$ cat src/rtl/uart_rx.sv
// uart_rx: oversampling UART receiver.
// Frame: start(0), DATA_WIDTH data bits LSB first, odd parity, stop(1).
// rx_in is synchronized by two flops; rx_s is the synchronized line and
// rx_d its one-cycle-delayed copy used for falling-edge detection.
// The FSM returns to IDLE at mid stop bit so a start bit that follows the
// stop bit immediately is still caught.
module uart_rx #(
    parameter int DATA_WIDTH = 8,
    parameter int OVERSAMPLE = 16
) (
    input  logic                  uart_clk,
    input  logic                  rst_n,
    input  logic                  rx_in,
    output logic [DATA_WIDTH-1:0] rx_data,
    output logic                  rx_valid,
    output logic                  parity_err,
    output logic                  frame_err,
    output logic                  rx_busy
);

    localparam int TW = (OVERSAMPLE > 1) ? $clog2(OVERSAMPLE) : 1;
    localparam int BW = $clog2(DATA_WIDTH + 1);

    localparam logic [TW-1:0] HALF_TICK = TW'(OVERSAMPLE / 2 - 1);
    localparam logic [TW-1:0] FULL_TICK = TW'(OVERSAMPLE - 1);
    localparam logic [BW-1:0] LAST_BIT  = BW'(DATA_WIDTH - 1);

    typedef enum logic [2:0] {
        IDLE   = 3'd0,
        START  = 3'd1,
        DATA   = 3'd2,
        PARITY = 3'd3,
        STOP   = 3'd4
    } state_t;

    // Odd parity fails when data bits plus parity bit hold an even count of ones.
    function automatic logic odd_parity_err(input logic [DATA_WIDTH-1:0] d, input logic p);
        return ~((^d) ^ p);
    endfunction

    logic                  sync1_r;
    logic                  rx_s;
    logic                  rx_d;
    state_t                state_r;
    state_t                state_nxt_s;
    logic [TW-1:0]         tick_r;
    logic [BW-1:0]         bit_cnt_r;
    logic [DATA_WIDTH-1:0] shift_r;
    logic                  par_bit_r;

    logic                  fall_s;
    logic                  half_done_s;
    logic                  tick_done_s;
    logic                  tick_clr_s;
    logic                  tick_inc_s;
    logic                  bit_clr_s;
    logic                  shift_en_s;
    logic                  par_en_s;
    logic                  frame_done_s;

    assign fall_s      = rx_d & ~rx_s;
    assign half_done_s = (tick_r == HALF_TICK);
    assign tick_done_s = (tick_r == FULL_TICK);

    // Two-flop synchronizer plus delayed copy for edge detection; idle-high reset.
    always_ff @(posedge uart_clk or negedge rst_n) begin
        if (!rst_n) begin
            sync1_r <= 1'b1;
            rx_s    <= 1'b1;
            rx_d    <= 1'b1;
        end else begin
            sync1_r <= rx_in;
            rx_s    <= sync1_r;
            rx_d    <= rx_s;
        end
    end

    // FSM state register.
    always_ff @(posedge uart_clk or negedge rst_n) begin
        if (!rst_n) begin
            state_r <= IDLE;
        end else begin
            state_r <= state_nxt_s;
        end
    end

    // FSM next-state logic; unused encodings fall back to IDLE.
    always_comb begin
        state_nxt_s = IDLE;
        case (state_r)
            IDLE: begin
                if (fall_s) begin
                    state_nxt_s = START;
                end else begin
                    state_nxt_s = IDLE;
                end
            end
            START: begin
                if (half_done_s) begin
                    state_nxt_s = rx_s ? IDLE : DATA;
                end else begin
                    state_nxt_s = START;
                end
            end
            DATA: begin
                if (tick_done_s && (bit_cnt_r == LAST_BIT)) begin
                    state_nxt_s = PARITY;
                end else begin
                    state_nxt_s = DATA;
                end
            end
            PARITY: begin
                if (tick_done_s) begin
                    state_nxt_s = STOP;
                end else begin
                    state_nxt_s = PARITY;
                end
            end
            STOP: begin
                if (tick_done_s) begin
                    state_nxt_s = IDLE;
                end else begin
                    state_nxt_s = STOP;
                end
            end
            default: state_nxt_s = IDLE;
        endcase
    end

    // FSM output decode: datapath strobes for counters, shifter and result capture.
    always_comb begin
        tick_clr_s   = 1'b0;
        tick_inc_s   = 1'b0;
        bit_clr_s    = 1'b0;
        shift_en_s   = 1'b0;
        par_en_s     = 1'b0;
        frame_done_s = 1'b0;
        case (state_r)
            IDLE: begin
                tick_clr_s = 1'b1;
            end
            START: begin
                if (half_done_s) begin
                    tick_clr_s = 1'b1;
                    bit_clr_s  = ~rx_s;
                end else begin
                    tick_inc_s = 1'b1;
                end
            end
            DATA: begin
                if (tick_done_s) begin
                    tick_clr_s = 1'b1;
                    shift_en_s = 1'b1;
                end else begin
                    tick_inc_s = 1'b1;
                end
            end
            PARITY: begin
                if (tick_done_s) begin
                    tick_clr_s = 1'b1;
                    par_en_s   = 1'b1;
                end else begin
                    tick_inc_s = 1'b1;
                end
            end
            STOP: begin
                if (tick_done_s) begin
                    tick_clr_s   = 1'b1;
                    frame_done_s = 1'b1;
                end else begin
                    tick_inc_s = 1'b1;
                end
            end
            default: begin
                tick_clr_s = 1'b1;
                bit_clr_s  = 1'b1;
            end
        endcase
    end

    // Tick and bit counters, shift register and received parity bit.
    always_ff @(posedge uart_clk or negedge rst_n) begin
        if (!rst_n) begin
            tick_r    <= '0;
            bit_cnt_r <= '0;
            shift_r   <= '0;
            par_bit_r <= 1'b0;
        end else begin
            if (tick_clr_s) begin
                tick_r <= '0;
            end else if (tick_inc_s) begin
                tick_r <= tick_r + 1'b1;
            end else begin
                tick_r <= tick_r;
            end

            if (bit_clr_s) begin
                bit_cnt_r <= '0;
            end else if (shift_en_s) begin
                bit_cnt_r <= bit_cnt_r + 1'b1;
            end else begin
                bit_cnt_r <= bit_cnt_r;
            end

            if (shift_en_s) begin
                for (int i = 0; i < DATA_WIDTH; i++) begin
                    if (bit_cnt_r == BW'(i)) begin
                        shift_r[i] <= rx_s;
                    end
                end
            end

            if (par_en_s) begin
                par_bit_r <= rx_s;
            end
        end
    end

    // Registered outputs: result capture at mid stop bit, one-cycle valid, busy flag.
    always_ff @(posedge uart_clk or negedge rst_n) begin
        if (!rst_n) begin
            rx_data    <= '0;
            rx_valid   <= 1'b0;
            parity_err <= 1'b0;
            frame_err  <= 1'b0;
            rx_busy    <= 1'b0;
        end else begin
            rx_valid <= frame_done_s;
            rx_busy  <= (state_nxt_s != IDLE);
            if (frame_done_s) begin
                rx_data    <= shift_r;
                parity_err <= odd_parity_err(shift_r, par_bit_r);
                frame_err  <= ~rx_s;
            end
        end
    end

endmodule

$ cat config.mk
export PLATFORM = sky130hd
export DESIGN_NAME = uart_rx
export DESIGN_NICKNAME = d
export VERILOG_FILES = /design/src/rtl/uart_rx.sv
export SDC_FILE = /design/constraint.sdc
export NUM_CORES = 1
export LEC_CHECK = 0
export CAP_MARGIN = 10
export CELL_PAD_IN_SITES_DETAIL_PLACEMENT = 1
export CELL_PAD_IN_SITES_GLOBAL_PLACEMENT = 1
export CORE_UTILIZATION = 41
export CTS_CLUSTER_SIZE = 14
export DETAILED_ROUTE_END_ITERATION = 10
export PLACE_DENSITY = 0.82
export SLEW_MARGIN = 15
export SYNTH_ARGS = -nofsm -noshare
export SYNTH_HDL_FRONTEND = slang
export SYNTH_SLANG_ARGS = --single-unit
$ cat constraint.sdc
create_clock -name uart_clk -period 1.8 [get_ports uart_clk]
set_input_delay 0.36 -clock uart_clk [delete_from_list [all_inputs] [get_ports uart_clk]]
set_output_delay 0.36 -clock uart_clk [all_outputs]
set_load 0.05 [all_outputs]
Word level (Yosys, flattened, before mapping)
Cells that the tools add are included.
{"block": "word_totals", "ff_bits": 35, "inputBits": 3, "out_inout_bits": 12, "word_cells": 78}
{"block": "op_classes", "n_addsub": 2, "n_eq_ne": 13, "mux": 22, "bitwise_logic": 4, "n_reduce_logical": 17}
{"operator": "== test 4 x 3 -> 1 bit, second input constant", "n": 5}
{"operator": "2-to-1 mux 4 bit", "n": 4}
{"operator": "AND reduction 2 bit", "n": 8}
{"operator": "one-hot mux 3 bit (5 select lines)", "n": 1}
{"operator": "2-to-1 mux 1 bit", "n": 10}
{"operator": "adder 4 x 1 -> 4 bit, second input constant", "n": 2}
{"operator": "== test 4 x 2 -> 1 bit, second input constant", "n": 2}
{"operator": "parity 8 bit", "n": 1}
{"operator": "== test 3 x 2 -> 1 bit, second input constant", "n": 2}
{"operator": "2-to-1 mux 3 bit", "n": 2}
{"operator": "one-hot mux 1 bit (2 select lines)", "n": 3}
{"operator": "== test 4 x 1 -> 1 bit, second input constant", "n": 1}
{"operator": "== test 4 bit, second input constant", "n": 1}
{"operator": "logical NOT 4 bit", "n": 1}
{"operator": "2-to-1 mux 2 bit", "n": 2}
{"operator": "nonzero test 2 bit", "n": 2}
{"operator": "OR reduction 4 bit", "n": 1}
{"operator": "== test 3 x 1 -> 1 bit, second input constant", "n": 1}
{"operator": "== test 3 bit, second input constant", "n": 1}
{"operator": "logical NOT 3 bit", "n": 1}
{"operator": "nonzero test 3 bit", "n": 1}
{"operator": "OR reduction 3 bit", "n": 1}
{"operator": "inverter 1 bit", "n": 2}
{"operator": "bitwise AND 1 bit", "n": 1}
{"operator": "other kinds (2)", "n": 2}

Longest topological paths before layout
{"block": "depth", "depth_word": 5, "ltp_mapped": 7, "depth_no_buf": 5}

Least setup slack after synthesis
OpenSTA, ideal clock, no wires.
{"block": "synth_timing", "path_kind": "register -> register", "start": "reg tick_r[0]", "end": "reg rx_data[3]", "setup_ps": 125, "arrival_ps": 1628, "required_ps": 1675, "path_slack_ps": 48, "path_stages_with_launch": 7, "n_path_buf": 2, "synth_period_minus_slack_ps": 1752, "path_cell_list": "dfrtp_1 > ha_1 > clkbuf_2 > and3_1 > nand3_1 > buf_2 > mux2_2"}
{"block": "synth_between", "elab_chain_len": 3}
{"item": "start, declared", "line_no": "46", "source": "logic [TW-1:0] tick_r;"}
{"item": "start signal, assigned", "line_no": "192", "source": "tick_r <= tick_r + 1'b1;"}
{"item": "start signal, assigned", "line_no": "194", "source": "tick_r <= tick_r;"}
{"item": "== test 4 bit", "line_no": "63", "source": "assign tick_done_s = (tick_r == FULL_TICK);"}
{"item": "2-to-1 mux 1 bit", "line_no": "167", "source": "if (tick_done_s) begin"}
{"item": "2-to-1 mux 1 bit", "line_no": "138", "source": "case (state_r)"}
{"item": "end signal, assigned", "line_no": "231", "source": "rx_data <= shift_r;"}
{"item": "end, declared", "line_no": "14", "source": "output logic [DATA_WIDTH-1:0] rx_data,"}
No other way between the ends.
A chain may end at the register's enable or synchronous reset.

Worst setup path in the final report
{"block": "layout_timing", "start": "reg state_r[0]", "end": "reg shift_r[2]"}
{"block": "layout_between", "elab_chain_len": 3}
{"item": "start, declared", "line_no": "44", "source": "state_t state_r;"}
{"item": "start signal, assigned", "line_no": "83", "source": "state_r <= state_nxt_s;"}
{"item": "== test 3 x 2 -> 1 bit", "line_no": "138"}
{"item": "2-to-1 mux 1 bit", "line_no": "138"}
{"item": "AND reduction 2 bit (no line)"}
{"item": "end signal, assigned by index", "line_no": "208", "source": "shift_r[i] <= rx_s;"}
{"item": "end, declared", "line_no": "48", "source": "logic [DATA_WIDTH-1:0] shift_r;"}
No other way between the ends.

==> results.rst <==
.. list-table::
   :header-rows: 1

   * - Metric
     - Value
   * - I/O pin total
     - 15
   * - Synth Net Count
     - 151
   * - Power density cells
     - 1053 mW/mm^2
   * - First-pass GRT wire length
     - 5402 um
   * - Worst r2r path cells
     - 4
   * - Max clock buf depth
     - 2
   * - End-of-flow core utilization
     - 51.19%
   * - Diode count
     - 0
   * - Buffer type at the clock tree root
     - sky130_fd_sc_hd__clkbuf_8
   * - Area contributors post-synth
     - sky130_fd_sc_hd__dfrtp_1 48%, sky130_fd_sc_hd__mux2_2 5.4%, sky130_fd_sc_hd__dfstp_2 4.7%
   * - Num CTS Buffers
     - 5
   * - Area growth from synthesis to layout
     - 15.62%
   * - Remaining max-slew budget at the tightest pin
     - 69.99%
   * - Ys Warns
     - 0
   * - Via count of the first global-routing pass
     - 1158
   * - Number of instances in the synthesized netlist
     - 143
   * - Unique cell type count in the Yosys netlist
     - 34
   * - Post-Route WL
     - 3259 um
   * - Fmax
     - 576.1 MHz
   * - Minimum hold slack
     - 357.2 ps
   * - Number of max-cap violations
     - 0
   * - GRT Resource Usage Total
     - 17.24%
   * - Proportion of netlist area held by the largest area contributor
     - 47.62%
   * - Max-slew violation count
     - 0
   * - Worst EP required
     - 1970 ps
   * - RSZ-0062 raised after global routing
     - true
   * - First-pass DRT Iterations
     - 4
   * - Wire length per cell
     - 15.37 um
   * - Share of synthesized registers carrying an async set or reset
     - 100.0%
   * - Register-to-register setup slack
     - 60 ps
   * - Worst-case clock skew
     - 4.533 ps
   * - Metal2 WL
     - 1700 um
   * - Area of the mapped netlist
     - 0.001682 sq mm
   * - Die height
     - 66.04 um
   * - Final hold vios
     - 0
   * - Final setup vio count
     - 0
   * - Worst-skew pair later-pin latency
     - 280 ps
   * - WL met3
     - 124 um
   * - Endpoint of the lowest-slack register-to-register path
     - shift_r[2]
   * - Commonest register cell after synthesis
     - sky130_fd_sc_hd__dfrtp_1
   * - Hold path depth
     - 0
   * - Remaining design rule violation count
     - 0
   * - Antenna Violating Nets Remaining
     - 0
   * - Number of H-tree branching levels
     - 2
   * - Arrival time of the worst setup path
     - 1900 ps
   * - Worst vdd rail ir drop
     - 0.6955 mV
   * - Avg Inst Size Synth
     - 11.76 sq um
   * - Critical path class
     - register to register
   * - Clock period minus final worst setup slack
     - 1736 ps
   * - Portion of the post-synthesis area used by sequential elements
     - 52.31%
   * - Count of clock tree sinks
     - 35
   * - Clock slew at the register clock pins of the worst setup and hold paths
     - 70 ps
   * - Crit path capture type
     - register
   * - Leakage dissipation
     - 0.0009342 uW
   * - Highest routing layer actually used
     - met4
   * - Antenna violations before repair
     - 0
   * - Tightest Hold Check Type
     - register to register
   * - Effective utilization at floorplan
     - 44.27%
   * - Largest net degree at the start of global routing
     - 36
   * - Number of vias in the routed layout
     - 1090
   * - Summed negative setup slack over all endpoints
     - 0 ps
   * - Number of enable-type register cells in the synthesized netlist
     - 0
   * - Final HPWL from detailed placement
     - 2256 um
   * - Met1 layer wirelength in the final routing
     - 1380 um
   * - Aggregate global routing overflow
     - 0
   * - Synth area leader
     - sky130_fd_sc_hd__dfrtp_1
   * - Start point of the worst hold path
     - sync1_r
   * - Result of the run
     - complete, no violations
   * - Final cycle utilization of the critical path
     - 96.43%
   * - Fin worst setup slack
     - 64.32 ps
   * - Worst-case hold path end point
     - rx_s
   * - Slew at the pin closest to its max-slew limit
     - 450.1 ps
   * - Die width
     - 66.04 um
   * - Worst r2r src
     - state_r[0]
   * - # port buffers
     - 14
   * - TritonCTS clock tree
     - built
   * - Die area
     - 0.004361 sq mm
   * - Final #Nets
     - 171
   * - Share of final-layout standard cells stronger than drive strength 1
     - 29.27%
   * - Ratio of routed vias to standard cells
     - 5.142
   * - Area of the core
     - 0.003799 sq mm
   * - Worst Setup Slack post-DPL
     - 63.90 ps
   * - FF+latch count, synth
     - 35
   * - Startpoint Class
     - register
   * - Number of DRC markers after the initial detailed-route iteration
     - 39
   * - Site row count
     - 22
   * - Crit-path max FO
     - 5
   * - Routability Congestion
     - 0.7981
==> layout make-up <==
| type | count | area, sq um |
|---|---|---|
| fillers | 414 | 1854 |
| flip-flops and latches | 35 | 879.6 |
| multi-input cells | 92 | 726.9 |
| repair buffers | 22 | 170.2 |
| clock buffers | 7 | 76.32 |
| well taps | 48 | 60.06 |
| inverters | 7 | 26.28 |
| clock inverters | 1 | 5.005 |
==> routing by layer <==
| metal | up-vias | GRT usage, % |
|---|---|---|
| met4 | 0 | 7.979 |
| li1 | 521 | - |
| met1 | 542 | 19.27 |
| met2 | 23 | 29.85 |
| met3 | 4 | 5.172 |
| met5 | - | 0 |
==> flip-flops by register name, indices dropped and copies added (netlist names) <==
register and cells:
rx_data 8, shift_r 8, bit_cnt_r 4, tick_r 4, state_r 3, frame_err 1, par_bit_r 1, parity_err 1
rx_busy 1, rx_d 1, rx_s 1, rx_valid 1, sync1_r 1
==> stage by stage <==
step / cells / cell area [sq um] / power [uW]
2_1_floorplan: 143 / 1682 / 1373
3_3_place_gp: 203 / 1847 / 1457
3_5_place_dp: 203 / 1847 / 1496
4_1_cts: 211 / 1928 / 2043
5_1_grt: 212 / 1944 / 2171
6_report: 212 / 1944 / 2047
==> how the worst max path moves through the flow <==
stage,start,endpoint,cells past startpoint
after floorplan,tick_r[0],rx_data[3],6
after global placement,tick_r[0],shift_r[6],5
after detailed placement,tick_r[0],shift_r[2],5
after CTS,state_r[2],shift_r[6],4
after global routing,state_r[0],shift_r[2],4
final,state_r[0],shift_r[2],4
==> cells in the final DEF, fill, tap and decap left out, types with 2 or more instances in the layout <==
cell type                         Yosys  layout
sky130_fd_sc_hd__dfrtp_1             32      32
sky130_fd_sc_hd__buf_4                1      20
sky130_fd_sc_hd__nand2_1             15      15
sky130_fd_sc_hd__nor2_1              11      11
sky130_fd_sc_hd__xnor2_1              9       9
sky130_fd_sc_hd__mux2_2               8       8
sky130_fd_sc_hd__inv_1                7       7
sky130_fd_sc_hd__o21ai_0              6       6
sky130_fd_sc_hd__nand3_1              5       5
sky130_fd_sc_hd__nor3_1               5       5
sky130_fd_sc_hd__mux2_4               4       5
sky130_fd_sc_hd__clkbuf_8             0       5
sky130_fd_sc_hd__ha_1                 5       4
sky130_fd_sc_hd__mux2_1               4       3
sky130_fd_sc_hd__dfstp_2              3       3
sky130_fd_sc_hd__o21a_1               2       2
sky130_fd_sc_hd__a21oi_1              2       2
sky130_fd_sc_hd__nor4_4               2       2
sky130_fd_sc_hd__xor2_1               2       2
sky130_fd_sc_hd__clkbuf_1             2       2
sky130_fd_sc_hd__clkdlybuf4s50_1      0       2
==> critical path: stages, from the launching register on <==
cell and delay (ps):
sky130_fd_sc_hd__dfrtp_1 410, sky130_fd_sc_hd__or3b_4 460, sky130_fd_sc_hd__nor4_4 320, sky130_fd_sc_hd__nand2_1 120
sky130_fd_sc_hd__mux2_1 320
==> where the power goes <==
group | total, uW | leakage (uW) | switching, uW | internal [uW]
Sequential | 980 | 0.000466 | 102 | 878
Combinational | 534 | 0.000426 | 294 | 240
Clock | 533 | 0.0000422 | 262 | 271
==> cells in the mapped netlist (all sizes together) (2+ instances only) <==
cell type	instances
nor3	5
nand2	16
nand3	6
clkbuf	3
inv	7
buf	6
o21a	2
dfstp	3
ha	5
xnor2	9
xor2	2
nor2	11
mux2	16
dfrtp	32
nor4	2
a21oi	2
o21ai	6
==> what timing repair did <==
action / in CTS / in global routing
setup buffers: 0 / 1
setup endpoints to repair: 0 / 9
hold buffers: 0 / 0
gates resized for setup: 0 / 3
==> cells by family after synthesis <==
logic type,Yosys count,synth area share [%]
AND/OR/NAND/NOR,44,14.51
adder cells (fa/ha/maj),5,3.720
buffers and inverters,16,4.985
flip-flops,35,52.31
AO/OA/AOI/OAI,15,5.804
XOR/XNOR,12,7.069
multiplexers,16,11.61
Power figures use the tool's default switching activity.
==> patch: new RTL, config.mk and constraints unchanged <==
Re-encode `state_t` (5 states) as one-hot, 5 bits wide.
--- a/src/rtl/uart_rx.sv
+++ b/src/rtl/uart_rx.sv
@@ -25,12 +25,12 @@
     localparam logic [TW-1:0] FULL_TICK = TW'(OVERSAMPLE - 1);
     localparam logic [BW-1:0] LAST_BIT  = BW'(DATA_WIDTH - 1);
 
-    typedef enum logic [2:0] {
-        IDLE   = 3'd0,
-        START  = 3'd1,
-        DATA   = 3'd2,
-        PARITY = 3'd3,
-        STOP   = 3'd4
+    typedef enum logic [4:0] {
+        IDLE   = 5'b00001,
+        START  = 5'b00010,
+        DATA   = 5'b00100,
+        PARITY = 5'b01000,
+        STOP   = 5'b10000
     } state_t;
 
     // Odd parity fails when data bits plus parity bit hold an even count of ones.
Function: no difference found for any inputs over 10 cycles, from zero or initial values and one cycle with rst_n low; not proved beyond that.
==> patch against the unedited design <==
Worst setup slack worse by 0.037 ns; sequential power fell by 5.1%; sequential share of layout area fell by 2.0 points; clock power up 9.6%; synthesized cell count increased by 11%; sequential cell count rose by 2; total power shrank 7.7%; area after synthesis increased by 3.8%; final area grew 11%; count of clock-buffer cells in the layout rose by 1; routed wire length is 34% higher; worst hold slack about the same; combinational power is 29% lower; global-route usage rose by 5.2 points; largest power group unchanged.
==> patch: results (changes against the unedited design) <==
* Status: complete, no violations
* Synth Area in Adders at 3.58% (-0.14 points)
* Worst VDD drop at 0.503 mV (-28%)
* Share of cells above drive strength 1 at 32.0% (+2.7 points)
* Largest registers: rx_data (8), shift_r (8), state_r (5)
* First-pass GRT wire length at 7150 um (+32%)
* Mux cell area share after synthesis at 6.95% (-4.7 points)
* Least-Margin Pin Slew at 0.454 ns (+0.00410 ns)
* R2r endpoint: bit_cnt_r[3]
* GPL Wtd Cong at 0.860 (+7.7%)
* FF-to-FF Start: state_r[2]
* Layout Nets at 201 (+18%)
* Area contributors post-synth: dfrtp_1 (47%), dfstp_2 (6.0%), mux2_2 (5.8%), nand2_1 (5.6%), nand3_1 (4.3%)
* Largest net degree at the start of global routing at 38 (+5.6%)
* Syn_nets at 167 (+11%)
* Routed wire length at 4370 um (+34%)
* LEAKAGE at 1.05 nW (+13%)
* Synth Area in XOR/XNOR at 7.31% (+0.24 points)
* Fillers at 448 (+8.2%)
* Distinct cells, synth at 36 (+5.9%)
* Final Skew at 0.00849 ns (+0.00395 ns)
* Starting DRT DRC Count at 64 (+64%)
* Synth cell count leaders: dfrtp_1 (33), nand2_1 (26), nand3_1 (15)
* Hpwl dp at 2920 um (+30%)
* Crit Path Max Fanout at 6 (+1)
* Compound-Gate Fraction of Synth Area at 4.66% (-1.1 points)
* Worst EP arrival at 1.98 ns (+0.08 ns)
* Fin crit share at 98.5% (+2.1 points)
* Sw Pwr at 0.546 mW (-17%)
[patch: changes by cell type after synthesis, moves of 3 or more]
cell,before,now
a32o_1,0,3
inv_1,7,3
mux2_1,4,0
mux2_4,4,0
nand2_1,15,26
nand3_1,5,15
nor3_1,5,2
nor3b_1,0,3
xor2_1,2,5
[patch: layout make-up]
cell class	instances	area, um^2	area share [%]
Clock buffer	8	90.1	4.17
Multi-Input combinational cell	117	828	38.3
Tap cell	50	62.6	2.90
Sequential cell	37	933	43.2
Inverter	3	11.3	0.521
Timing Repair Buffer	29	235	10.9
[patch: power groups by stage]
stage	clock [mW]	sequential, mW	combinational (mW)
after global placement	0	0.935	0.312
after floorplan	0	0.964	0.183
after detailed placement	0	0.940	0.335
final	0.584	0.930	0.377
after CTS	0.603	0.926	0.348
after global routing	0.636	0.934	0.406
[patch: worst max-delay path, cell delays in order, from the launching register on]
cell     delay [ns]
dfrtp_2        0.45
or3_4          0.44
or3b_4         0.42
a32o_2         0.28
nor2_1         0.11
[patch: cells by family after synthesis]
| group | count (synthesis) |
|---|---|
| AO/OA/AOI/OAI | 12 |
| multiplexers | 11 |
| buffers and inverters | 5 |
| XOR/XNOR | 13 |
| adder cells (fa/ha/maj) | 5 |
| flip-flops | 37 |
| AND/OR/NAND/NOR | 76 |
[patch: per-layer routing]
metal  up-vias  track usage [%]  wire length [um]
met1       687             24.6              1720
met2        29             40.1              2360
met5         -                0                 0
met3        13             5.57               160
met4         0             10.9               123
li1        621                -                 -
[patch: worst max-delay path by stage]
stage / startpoint / end / slack, ns
2_1_floorplan: state_r[3] / bit_cnt_r[1] / 0.13
3_3_place_gp: state_r[3] / bit_cnt_r[0] / 0.07
3_5_place_dp: state_r[3] / bit_cnt_r[3] / -0.006
4_1_cts: state_r[2] / bit_cnt_r[3] / 0.01
5_1_grt: state_r[2] / rx_busy / -0.01
6_report: state_r[2] / bit_cnt_r[3] / 0.03
[patch: repair_timing]
| item | CTS | global route |
|---|---|---|
| gates resized for setup | 6 | 4 |
| setup endpoints to repair | 10 | 18 |
| pin swaps | 1 | 3 |
| buffers inserted | 5 | 2 |
[patch: stage by stage]
step	std cells	setup slack, ns	total power [mW]	utilization (%)	hold slack [ns]
2_1_floorplan	159	0.129	1.15	-	0.0644
3_3_place_gp	229	0.0683	1.25	48.8	0.346
3_5_place_dp	229	-0.00590	1.27	48.8	0.350
4_1_cts	242	0.0116	1.88	52.4	0.359
5_1_grt	244	-0.0125	1.98	53.3	0.365
6_report	244	0.0273	1.89	53.3	0.357
